==> src/rtl/ldst_unit.sv <==
// ldst_unit: load/store sequencer for a byte-wide data memory. Wide (2W) accesses
// are split little-endian into two byte cycles, with Stall high on the second.
module ldst_unit #(
  parameter int W = 8,
  parameter int A = 8
) (
  input  logic           Clk,
  input  logic           Reset,
  input  logic           ReqValid,
  input  logic           ReqStore,
  input  logic           ReqWide,
  input  logic [A-1:0]   Addr,
  input  logic [2*W-1:0] WrData,
  output logic           Stall,
  output logic           RdValid,
  output logic [2*W-1:0] RdData,
  output logic           MemWriteEn,
  output logic [A-1:0]   MemAddress,
  output logic [W-1:0]   MemDataIn,
  input  logic [W-1:0]   MemDataOut
);

  typedef enum logic [0:0] {
    ST_IDLE   = 1'b0,
    ST_SECOND = 1'b1
  } state_t;

  state_t           r_state;
  state_t           w_next_state;
  logic [A-1:0]     r_addr_q;
  logic [W-1:0]     r_hi_q;
  logic [W-1:0]     r_lo_q;
  logic             r_op_store_q;
  logic             r_rd_valid;
  logic [2*W-1:0]   r_rd_data;

  logic             w_write_req;
  logic [A-1:0]     w_mem_addr;
  logic [W-1:0]     w_mem_din;
  logic             w_load_done;
  logic [2*W-1:0]   w_load_data;
  logic             w_accept_wide;
  logic [A-1:0]     w_addr_inc;

  // Second-byte address wraps modulo 2**A by plain truncation.
  assign w_addr_inc    = Addr + {{(A-1){1'b0}}, 1'b1};
  assign w_accept_wide = (r_state == ST_IDLE) && ReqValid && ReqWide;

  // Next-state and memory-side controls; request inputs matter only in IDLE.
  always_comb begin
    w_next_state = ST_IDLE;
    w_write_req  = 1'b0;
    w_mem_addr   = Addr;
    w_mem_din    = WrData[W-1:0];
    w_load_done  = 1'b0;
    w_load_data  = {(2*W){1'b0}};
    case (r_state)
      ST_IDLE: begin
        w_load_data = {{W{1'b0}}, MemDataOut};
        if (ReqValid) begin
          w_write_req  = ReqStore;
          w_load_done  = !ReqStore && !ReqWide;
          w_next_state = ReqWide ? ST_SECOND : ST_IDLE;
        end else begin
          w_next_state = ST_IDLE;
        end
      end
      ST_SECOND: begin
        w_mem_addr   = r_addr_q;
        w_mem_din    = r_hi_q;
        w_write_req  = r_op_store_q;
        w_load_done  = !r_op_store_q;
        w_load_data  = {MemDataOut, r_lo_q};
        w_next_state = ST_IDLE;
      end
      default: begin
        w_next_state = ST_IDLE;
      end
    endcase
  end

  // Reset must block any write in its cycle, including an abandoned second byte.
  assign MemWriteEn = w_write_req && !Reset;
  assign MemAddress = w_mem_addr;
  assign MemDataIn  = w_mem_din;
  assign Stall      = (r_state == ST_SECOND);
  assign RdValid    = r_rd_valid;
  assign RdData     = r_rd_data;

  // State, wide-access latches and the registered load result port.
  always_ff @(posedge Clk) begin
    if (Reset) begin
      r_state      <= ST_IDLE;
      r_addr_q     <= {A{1'b0}};
      r_hi_q       <= {W{1'b0}};
      r_lo_q       <= {W{1'b0}};
      r_op_store_q <= 1'b0;
      r_rd_valid   <= 1'b0;
      r_rd_data    <= {(2*W){1'b0}};
    end else begin
      r_state    <= w_next_state;
      r_rd_valid <= w_load_done;
      if (w_load_done) begin
        r_rd_data <= w_load_data;
      end
      if (w_accept_wide) begin
        r_addr_q     <= w_addr_inc;
        r_op_store_q <= ReqStore;
        if (ReqStore) begin
          r_hi_q <= WrData[2*W-1:W];
        end else begin
          r_lo_q <= MemDataOut;
        end
      end
    end
  end

endmodule

==> config.mk <==
export PLATFORM = sky130hd
export DESIGN_NAME = ldst_unit
export DESIGN_NICKNAME = d
export VERILOG_FILES = /design/src/rtl/ldst_unit.sv
export SDC_FILE = /design/constraint.sdc
export NUM_CORES = 1
export LEC_CHECK = 0
export BUFFER_PORTS_ARGS = -buffer_cell sky130_fd_sc_hd__buf_2
export CORE_MARGIN = 2
export CORE_UTILIZATION = 49
export CTS_CLUSTER_DIAMETER = 120
export CTS_CLUSTER_SIZE = 14
export DETAILED_ROUTE_END_ITERATION = 6
export PLACE_DENSITY = 0.75
export SYNTH_ARGS = -nofsm -noshare
export SYNTH_HDL_FRONTEND = slang
export SYNTH_SLANG_ARGS = --single-unit
==> constraint.sdc <==
create_clock -name Clk -period 1.9 [get_ports Clk]
set_clock_uncertainty 0.2 [all_clocks]
set_input_delay 0.285 -clock Clk [delete_from_list [all_inputs] [get_ports Clk]]
set_output_delay 0.285 -clock Clk [all_outputs]
set_load 0.005 [all_outputs]
# ---- After elaboration in Yosys (flattened, before gate mapping)
# Cells that the tools add are included.
dict set report totals {
  ff_bits 43
  mem_count 0
  romBits 0
  ram_bits 0
  latch_bits 0
}
dict set report classes {
  n_div 0
  n_lt_le_gt_ge 0
  mux 10
  mul 0
  add_sub_neg 1
  n_bitwise 2
  reduce_logical 10
  eq_ne 0
  shifts 0
}
# op n
set op_table {}
lappend op_table {{16-bit one-hot mux with 2 select lines} 1}
lappend op_table {{8-bit 2-to-1 mux} 2}
lappend op_table {{8-bit by 1-bit adder with 8-bit output (second input constant)} 1}
lappend op_table {{1-bit one-hot mux with 2 select lines} 3}
lappend op_table {{1-bit logical AND} 4}
lappend op_table {{1-bit logical NOT} 4}
lappend op_table {{1-bit 2-to-1 mux} 4}
lappend op_table {{2-bit AND reduction} 2}
lappend op_table {{1-bit inverter} 2}

# ---- Logic depth before layout (Yosys ltp)
dict set report logic_depth {
  ltp_word 4
  depth_mapped 5
  depth_no_buf 4
}

# ---- Worst setup path before layout
# No wires, ideal clock.
dict set report synth_timing {
  path_type {reg-to-output}
  from {register r_state, in the netlist Stall}
  to {output MemAddress[0]}
  stages_incl_launch_ff 4
  required_time_ps 1415
  slack_ps 256
  t_arrival_ps 1159
  cell_sequence {dfxtp_1 -> buf_6 -> buf_2 -> mux2_2}
}
dict set report synth_via {
  elab_chain_cells 1
}
# element line_no
set synth_lines {}
lappend synth_lines {{start, declared} 28} ;# state_t r_state;
lappend synth_lines {{start signal, assigned} 101} ;# r_state <= w_next_state;
lappend synth_lines {{8-bit 2-to-1 mux} 57} ;# case (r_state)
lappend synth_lines {{end, declared} 18} ;# output logic [A-1:0] MemAddress,
# Every way passes these cells.

# ---- Final worst setup path
dict set report layout_timing {
  from {register r_state, in the netlist Stall}
  to {output MemDataIn[0]}
}
dict set report layout_via {
  elab_chain_cells 1
}
# element line_no
set layout_lines {}
lappend layout_lines {{8-bit 2-to-1 mux} 57}
lappend layout_lines {{end, declared} 19} ;# output logic [W-1:0] MemDataIn,
# Every way passes these cells.

==> summary.txt <==
Final antenna-violating net count: 0
Initial antenna violation count: 0
Share of cells above drive strength 1: 39.7%
Compound-cell area share of the yosys netlist: 17.2%
Routed via count: 1854
Yosys synthesis warning count: 0
PostCTS Resize Cnt: 0
Final-report hold violation count: 0
Post-CTS Setup Inserts: 0
Growth of design area from synthesis to finish: 23.1%
Cells after synthesis: 224
Y dimension of the die: 68.5 um
Primary FF master, synth: sky130_fd_sc_hd__dfxtp_1
Drt via density: 5.42
Area of the die: 4690 sq um
Worst setup slack after placement: 123 ps
Power Density: 732 nW/um^2
Proportion of netlist area held by the largest area contributor: 42.2%
Data required time of the critical path: 1410 ps
Pre-Repair DR Iteration Count: 4
Count of port buffers added during placement: 71
Fmax: 542 MHz
Most area-consuming cells after synthesis: sky130_fd_sc_hd__dfxtp_1 (42%), sky130_fd_sc_hd__mux2_2 (8.8%), sky130_fd_sc_hd__a21oi_1 (6.9%), sky130_fd_sc_hd__nand2_1 (5.3%), sky130_fd_sc_hd__a211oi_2 (4.9%)
Final setup viols: 0
Setup crit start kind: register
Dpl hpwl: 3330 um
Cell type with the highest aggregate area in the netlist: sky130_fd_sc_hd__dfxtp_1
Placement Rows: 23
Total inserted antenna cells: 0
Final period util: 97.2%
Element type at the critical path end: primary output
Die X: 68.5 um
Insertion delay of the later-clocked pin in the worst-skew pair: 310 ps
Final slew viol count: 0
Crit-path leading delay family: multiplexers
Number of synthesized register bits: 43
Dominant combinational cell family by area after synthesis: simple AND/OR/NAND/NOR gates
Drt wl/cell: 13.6 um
RSZ-0062 raised after global routing: no
Class of the most critical setup path: register to primary output
Largest net degree at the start of global routing: 21
Type of the worst min-delay path: input port to register
Number of enable flip-flop cells after synthesis: 0
Static power due to leakage: 1.00 nW
Register area share after synthesis: 42.2%
Critical-path cell with the highest stage delay: sky130_fd_sc_hd__mux2_2
Synth Area in XOR/XNOR: 1.29%
Global-route wire length before repair: 7100 um
Number of distinct library cells after synthesis: 33
Series of cell instances along the critical path: buf_4, mux2_2, buf_2
Final weighted congestion in routability-driven placement: 0.780
Setup TNS after final layout: 0 ps
CTS Root Buffer Type: sky130_fd_sc_hd__clkbuf_8
Worst rel slew slack: 65.3%
Remaining routing DRC violations: 0
Longest Clk Path Bufs: 2
CP Max Fanout: 14
Pin slew with the least headroom to its limit: 518 ps
Detailed Route WL: 4650 um
I/O pins: 72
Initial core utilization: 51.0%
Via count of the first global-routing pass: 1615
Depth of the CTS H-tree: 2
Max stage delay on crit path: 370 ps
Final worst path period need: 1850 ps
Total congestion overflow after global routing: 0
CORE AREA: 4000 sq um
Cell Area, Synth: 2040 sq um
Number of violations of the max-capacitance limit: 0
Initial detailed-routing violation count: 128
Net count after synthesis: 262
Post-synthesis share of cell area spent on full adders, half adders and majority gates: 0.614%
Clock sinks: 43
Post-synthesis simple-gate area fraction: 21.1%
Clock buffer count from CTS: 5
Peak ir drop on the vdd network: 0.434 mV
All-layer global routing usage: 20.4%
CTS tree: built
Final Worst Setup Slack: 54.1 ps
Post-synthesis async set-or-reset flop share: 0%
Portion of netlist area occupied by mux cells: 12.8%
Data arrival time of the worst path: 1360 ps
Number of buffers inserted for hold repair after clock tree synthesis: 0
Filler cell count in the final layout: 347
Final cell utilization of the core: 62.7%
Clk slew on worst S/H paths: 80 ps
Number of buffer and inverter instances along the worst setup path: 2
Final net count: 329
Mean cell area of the mapped netlist: 9.10 sq um
Outcome: completed
## routing by layer
layer / vias to the layer above / wire length [um] / global-route usage, %
li1: 942 / - / -
met1: 853 / 2020 / 23.0
met2: 53 / 2270 / 36.2
met3: 6 / 317 / 6.33
met4: 0 / 49 / 6.75
met5: - / 0 / 0
## final cells by class
cell class                 count  area (sq um)  area share (%)
clock inverter                 3          20.0           0.798
clock buffer                   5          68.8            2.74
tap                           50          62.6            2.49
timing repair buffer          79           415            16.6
multi-input combinational    162          1080            43.1
sequential                    43           862            34.3
## worst reg2reg max path: stages (launching register included)
cell                       delay (ps)
sky130_fd_sc_hd__dfxtp_2          340
sky130_fd_sc_hd__or4b_1           760
sky130_fd_sc_hd__nand2_8          200
sky130_fd_sc_hd__a211oi_2          80
## cell usage after synthesis, drive strengths merged, types with 2 or more instances
cell    number
a211oi      12
a21oi       28
a311oi       3
buf         10
clkbuf       9
dfxtp       43
mux2        16
mux2i        8
nand2       30
nand3       19
nand3b       2
nor2         9
nor3         8
o21ai       11
or3          3
xor2         2
## registers in the layout (all words and copies together) (netlist names)
signal        flops
RdData           16
RdValid           1
Stall             1
r_addr_q          8
r_hi_q            8
r_lo_q            8
r_op_store_q      1
## power by group
part	internal (mW)	switching (mW)	leakage, nW
sequential	0.940	0.0190	0.351
clock	0.256	0.327	0.0402
combinational	0.140	0.155	0.610
total	1.34	0.501	1.00
## cell families (layout without fill, tap and decap cells)
group,count (synthesis),in the layout
flops,43,43
mux,24,24
buf+inv,19,87
simple gates,80,80
compound gates,54,54
fa+ha+maj,1,1
xor+xnor,3,3
## placed cells by master, fill, tap and decap left out, drive strengths merged, types with 2 or more instances in the layout
cell type and count:
nand3 19, nand2 30, mux2i 8, dfxtp 43, a211oi 12, nor2 9, or3 3, buf 79
o21ai 11, a311oi 3, xor2 2, mux2 16, nand3b 2, nor3 8, clkinvlp 2, clkbuf 5
a21oi 28
## path summary, 6_finish.rpt
kind,end,slack (ps),startpoint,depth (start not counted)
max,MemDataIn[0],50,Stall,3
min,r_hi_q[3],20,WrData[11],3
max reg2reg,RdData[2],210,Stall,3
min reg2reg,r_hi_q[5],260,r_hi_q[5],2
## through the flow
| step | cell area (sq um) | std cells | hold WS (ps) | power (mW) |
|---|---|---|---|---|
| global route | 2510 | 342 | 20.1 | 1.92 |
| floorplan | 2040 | 224 | 181 | 1.16 |
| CTS | 2510 | 342 | 13.2 | 1.85 |
| detailed placement | 2420 | 334 | 246 | 1.28 |
| finish | 2510 | 342 | 18.2 | 1.84 |
| global placement | 2420 | 334 | 243 | 1.27 |
Note: power is estimated with default switching activity, not from simulation.
